$ cat config.mk
export PLATFORM = sky130hd
export DESIGN_NAME = irq_ctrl
export DESIGN_NICKNAME = d
export VERILOG_FILES = /design/src/rtl/irq_ctrl.sv
export SDC_FILE = /design/constraint.sdc
export NUM_CORES = 1
export LEC_CHECK = 0
export CORE_MARGIN = 8
export CORE_UTILIZATION = 38
export DETAILED_ROUTE_END_ITERATION = 8
export HOLD_SLACK_MARGIN = 0.06
export PLACE_DENSITY_LB_ADDON = 0.25
export SLEW_MARGIN = 20
export SYNTH_ARGS = -nofsm -noshare
export SYNTH_HDL_FRONTEND = slang
export SYNTH_SLANG_ARGS = --single-unit
$ cat constraint.sdc
create_clock -name clk -period 2.4 [get_ports clk]
set_input_delay 0.24 -clock clk [delete_from_list [all_inputs] [get_ports clk]]
set_output_delay 0.24 -clock clk [all_outputs]
set_load 0.01 [all_outputs]
$ cat src/rtl/irq_ctrl.sv
// Eight-source interrupt controller with a five-register special-register window.
// Optional build macro IRQ_CTRL_PRIO_ROTATE_EN selects rotating instead of fixed priority.
module irq_ctrl #(
   parameter logic [15:0] SR_BASE = 16'h0040
) (
   input  logic        clk,
   input  logic        rst,
   input  logic [7:0]  irq_src,
   input  logic        sr_ie,
   input  logic [15:0] sr_sel,
   input  logic [15:0] sr_in,
   output logic [15:0] sr_out,
   input  logic        irq_ack,
   output logic        irq_out,
   output logic        in_service
);

   localparam logic [15:0] ADDR_MASK = SR_BASE;
   localparam logic [15:0] ADDR_PEND = SR_BASE + 16'd1;
   localparam logic [15:0] ADDR_VEC  = SR_BASE + 16'd2;
   localparam logic [15:0] ADDR_MODE = SR_BASE + 16'd3;
   localparam logic [15:0] ADDR_EOI  = SR_BASE + 16'd4;

   typedef enum logic [1:0] {
      IDLE    = 2'd0,
      REQ     = 2'd1,
      SERVICE = 2'd2
   } state_t;

   state_t      state;
   state_t      state_next;
   logic [7:0]  src_q;
   logic [7:0]  mask;
   logic [7:0]  mode;
   logic [7:0]  pend_edge;
   logic [7:0]  pend;
   logic [7:0]  eligible;
   logic [7:0]  edge_set;
   logic [7:0]  clr_w1c;
   logic [7:0]  clr_ack;
   logic [2:0]  vec;
   logic [2:0]  vec_next;
   logic [2:0]  winner;
   logic [2:0]  search_start;
   logic [2:0]  idx;
   logic        found;
   logic        eoi_wr;
   logic        unused_sr_in;

   assign unused_sr_in = ^sr_in[15:8];

   // Level sources track the registered line directly; only edge sources keep sticky state.
   assign pend     = (pend_edge & ~mode) | (src_q & mode);
   assign eligible = pend & mask;
   assign edge_set = irq_src & ~src_q & ~mode;
   assign clr_w1c  = (sr_ie && (sr_sel == ADDR_PEND)) ? sr_in[7:0] : 8'h00;
   assign clr_ack  = (state == REQ && irq_ack) ? (8'h01 << vec) : 8'h00;
   assign eoi_wr   = sr_ie && (sr_sel == ADDR_EOI);

`ifdef IRQ_CTRL_PRIO_ROTATE_EN
   logic [2:0] prio_ptr;

   always_ff @(posedge clk or negedge rst) begin
      if (!rst)
         prio_ptr <= 3'd0;
      else if (state == SERVICE && eoi_wr)
         prio_ptr <= vec + 3'd1;
   end

   assign search_start = prio_ptr;
`else
   assign search_start = 3'd0;
`endif

   always_comb begin
      found  = 1'b0;
      winner = 3'd0;
      idx    = 3'd0;
      for (int k = 0; k < 8; k++) begin
         idx = search_start + 3'(k);
         if (!found && eligible[idx]) begin
            found  = 1'b1;
            winner = idx;
         end
      end
   end

   // Set wins over any clear landing on the same bit in the same cycle.
   always_ff @(posedge clk or negedge rst) begin
      if (!rst) begin
         src_q     <= 8'h00;
         mask      <= 8'h00;
         mode      <= 8'h00;
         pend_edge <= 8'h00;
      end else begin
         src_q     <= irq_src;
         pend_edge <= ((pend_edge & ~(clr_w1c | clr_ack)) | edge_set) & ~mode;
         if (sr_ie && sr_sel == ADDR_MASK)
            mask <= sr_in[7:0];
         if (sr_ie && sr_sel == ADDR_MODE)
            mode <= sr_in[7:0];
      end
   end

   always_comb begin
      state_next = state;
      vec_next   = vec;
      case (state)
         IDLE: begin
            if (eligible != 8'h00) begin
               state_next = REQ;
               vec_next   = winner;
            end
         end
         REQ: begin
            if (irq_ack)
               state_next = SERVICE;
         end
         SERVICE: begin
            if (eoi_wr)
               state_next = IDLE;
         end
         default: state_next = IDLE;
      endcase
   end

   always_ff @(posedge clk or negedge rst) begin
      if (!rst) begin
         state   <= IDLE;
         vec     <= 3'd0;
         irq_out <= 1'b0;
      end else begin
         state   <= state_next;
         vec     <= vec_next;
         irq_out <= (state_next == REQ);
      end
   end

   assign in_service = (state == SERVICE);

   always_comb begin
      sr_out = 16'h0000;
      if (sr_sel == ADDR_MASK)
         sr_out = {8'h00, mask};
      else if (sr_sel == ADDR_PEND)
         sr_out = {8'h00, pend};
      else if (sr_sel == ADDR_VEC)
         sr_out = {in_service, 12'h000, vec};
      else if (sr_sel == ADDR_MODE)
         sr_out = {8'h00, mode};
   end

endmodule
Word-level counts from Yosys, hierarchy flattened
Cells that the tools add are included.
- bits in registers: 38
- output and inout port bits: 18
- logic and storage cells: 75
- bitwise logic cells: 13
- eq/ne operators: 8
- shift operators: 1
- mux-type cells: 24
- reduce and logical (&&, ||, !) cells: 22
- operators by type and width (kind ; number):
    16-bit by 7-bit == test with 1-bit output, second input constant ; 5
    8-bit bitwise AND ; 7
    16-bit 2-to-1 mux ; 3
    8-bit 2-to-1 mux ; 3
    8-bit NOT ; 3
    8-bit bitwise OR ; 3
    1-bit logical AND ; 12
    3-bit 2-to-1 mux ; 4
    2-bit 2-to-1 mux ; 5
    1-bit 2-to-1 mux ; 8
    8-bit nonzero test ; 1
    1-bit by 3-bit left shift with 8-bit output, first input constant ; 1
    1-bit logical NOT ; 7
    2-bit case mux with 3 select lines ; 1
    2-bit by 1-bit == test with 1-bit output, second input constant ; 2
    2-bit == test, second input constant ; 1
    2-bit logical NOT ; 1
    2-bit AND reduction ; 1

Depth between registers and ports, before layout
- word-level depth: 26
- mapped depth: 5
- depth with buffers taken out: 5

Least setup slack after synthesis
No wires, ideal clock.
- kind: input to output
- from: input port sr_sel[13]
- to: output port sr_out[15]
- stages: 5
- buffers on the path: 0
- data required time: 2.160 ns
- arrival time: 1.437 ns
- path slack: 0.723 ns
- cell sequence: nor4_2 -> nand2_1 -> nor2_1 -> nand3_1 -> nor4b_1
- cells in the longest elaborated chain, start to end: 4
- RTL lines (what ; RTL line ; RTL):
    start, declared ; 10 ; input logic [15:0] sr_sel,
    16-bit by 7-bit == test with 1-bit output ; 147 ; else if (sr_sel == ADDR_VEC)
    16-bit 2-to-1 mux ; 147 ;
    16-bit 2-to-1 mux ; 145 ; else if (sr_sel == ADDR_PEND)
    16-bit 2-to-1 mux * ; 143 ; if (sr_sel == ADDR_MASK)
    end, declared ; 12 ; output logic [15:0] sr_out,
Every way passes the cells marked *; elsewhere a longest branch is shown, timed or not.

Final worst setup path
- from: input port sr_sel[5]
- to: output port sr_out[15]
Same word-level chain as after synthesis.

==> reports/qor.yml <==
synth_cell_types: 41
fillers: 548
syn_area_um2: 2110
via_count: 1766
remaining_drc_errors: 0
async_flop_share_pct: 100
gr-usage-met2_pct: 21.8
dieArea_um2: 8200
dr.pass1.iters: 4
fin_crit_ps: 2230
fin_nets: 308
clock_sinks: 38
synth_flop_cell: "dfrtp_1"
vias_per_cell: 5.24
yosysTopAreaCell: "dfrtp_1"
yosys_warnings: 0
drive_above_1_share_pct: 19.6
coreArea_um2: 5440
power_density_nw_per_um2: 486
area_growth_pct: 31.1
pre_cts_ws_ps: -119
path_clk_slew_ps: 80
finalWirelength_um: 5310
root_buffer: "clkbuf_8"
postCtsSetupRepairBufs: 0
end_kind: "output pin"
die_w_um: 90.5
cts_tree: "built"
report.final.slew_viol_count: 0
fin_crit_sh_pct: 92.8
hold_path_class: "input port to async pin"
place.gp.congestion: 0.795
synth_common_cells: "dfrtp_1, mux2_2, nand2_1, nor2_1, a21oi_1"
finish.instance_area_um2: 2770
die_h_um: 90.5
synthTopCellsByArea: "dfrtp_1, mux2_2, nand2_1"
grt_max_degree: 39
synth-seq-cells: 38
synth_top_cell_area_share_pct: 45.1
port_buffers: 46
setup_violations: 0
cts.path.max_buffers: 2
wire_per_inst_um: 15.8
yosysMostFrequentCell: "dfrtp_1"
pin_count: 62
htreeDepth: 2
hpwl_um: 4030
ctsHoldBuffers: 0
setup_slack_ps: 172
max_freq_ghz: 0.449
grt_pass1_wl_um: 8980
grt-busiest-layer: "met2"
crit_arrival_ps: 1990
critical_path_required_ps: 2160
max_slew_margin_pct: 43.0
worst_slew_pin_slew_ps: 854
use_met1_pct: 16.4
clkLatencyLatePin_ps: 290
antenna_found_initial: 0
outcome: "finished, final reports clean"
finClkSkew_ps: 5.40
maxCapViolCount: 0
rows: 27
cts-buffers-inserted: 5
grtUsageMet3_pct: 3.99
rsz0062_at_grt: "false"
ir_worst_vdd_mv: 0.410
antenna_left: 0
grt_overflow: 0
path_max_fanout: 3
criticalPathCategory: "input port to output pin"
synth-edff-count: 0
leakagePower_uw: 0.00117
drt_iter0_drc: 89
start_kind: "input port"
synth_cells: 208
dpl_cell_area_um2: 2680
grt_use_total_pct: 13.3
ys_seq_area_share_pct: 45.1
initial_utilization_pct: 38.8
syn_avg_cell_area_um2: 10.1
insertedDiodeCount: 0
hold_viol: 0
grt_pass1_vias: 1813
==> power by group <==
| part | internal (uW) | switching, uW | total (uW) |
|---|---|---|---|
| Clock | 231 | 232 | 463 |
| Combinational | 102 | 95.4 | 197 |
| Sequential | 660 | 23.2 | 684 |
==> worst max-delay path: stages <==
cell	delay, ps
clkdlybuf4s50_1	420
nor4_2	340
nand2_1	110
nor2_1	100
nand3_1	130
nor4b_1	310
dlygate4sd2_1	310
==> layout make-up <==
class | count | area [um2] | share of cell area, %
inverters | 4 | 15.0 | 0.542
repair buffers | 54 | 517 | 18.7
flip-flops and latches | 38 | 951 | 34.4
clock inverters | 2 | 12.5 | 0.452
clock buffers | 6 | 82.6 | 2.98
multi-input cells | 161 | 1100 | 39.7
well taps | 72 | 90.1 | 3.25
==> path summary, 6_finish.rpt <==
path,startpoint,to,slack [ps],cells after the start
min reg2reg,state[1],state[0],520,1
max,sr_sel[5],sr_out[15],170,7
min,rst,mask[6],60,1
max in group asynchronous,rst,pend_edge[1],1810,1
min in group clk,irq_src[1],src_q[1],420,1
max reg2reg,mode[5],irq_out,500,5
==> per-layer routing <==
layer | part of all wire, % | wire length (um) | up-vias
met2 | 48 | 2530 | 48
li1 | - | - | 859
met1 | 46 | 2450 | 854
met5 | 0 | 0 | -
met4 | 0.85 | 45 | 0
met3 | 5.5 | 290 | 5
==> cells by family after synthesis <==
kind of cell | share of synthesized area (%)
other | 0.178
buffers and inverters | 3.91
multiplexers | 14.9
AND/OR/NAND/NOR | 19.0
AO/OA/AOI/OAI | 17.0
flip-flops | 45.1
==> placed cells by master (no fill, tap or decap), types with 2 or more instances in the layout <==
cell	instances
a211oi_1	3
a21o_1	3
a21oi_1	10
a22o_1	2
a22oi_1	5
a31oi_1	4
a32o_1	4
and2b_2	2
buf_4	7
clkbuf_8	6
clkdlybuf4s50_1	36
conb_1	7
dfrtp_1	38
dlygate4sd2_1	9
inv_1	4
mux2_2	23
mux2i_1	4
nand2_1	23
nand2b_1	4
nand3_1	5
nand3b_1	2
nor2_1	21
nor2b_1	3
nor4_2	3
o211ai_1	4
o21a_1	4
o21ai_0	8
o31ai_1	2
or3_1	2
==> flip-flops by register name (all words and copies together), names as in the netlist <==
signal / cells
state: 2
mode: 8
mask: 8
irq_out: 1
vec: 3
pend_edge: 8
src_q: 8
==> stage by stage <==
step           utilization (%)  TNS (ps)  std cells  hold slack [ps]  power (uW)
2_1_floorplan                -         0        214            -55.6         778
3_3_place_gp              49.3      -466        329              394         892
3_5_place_dp              49.3      -699        329              402         896
4_1_cts                   50.9         0        337             82.5        1360
5_1_grt                   50.9         0        337              119        1410
6_report                  50.9         0        337             56.7        1340
==> timing repair <==
item / CTS / global route
hold endpoints to repair: 0 / 0
endpoints found under the setup margin: 9 / 0
gates resized for setup: 9 / 0
Note: power is estimated with default switching activity, not from simulation.
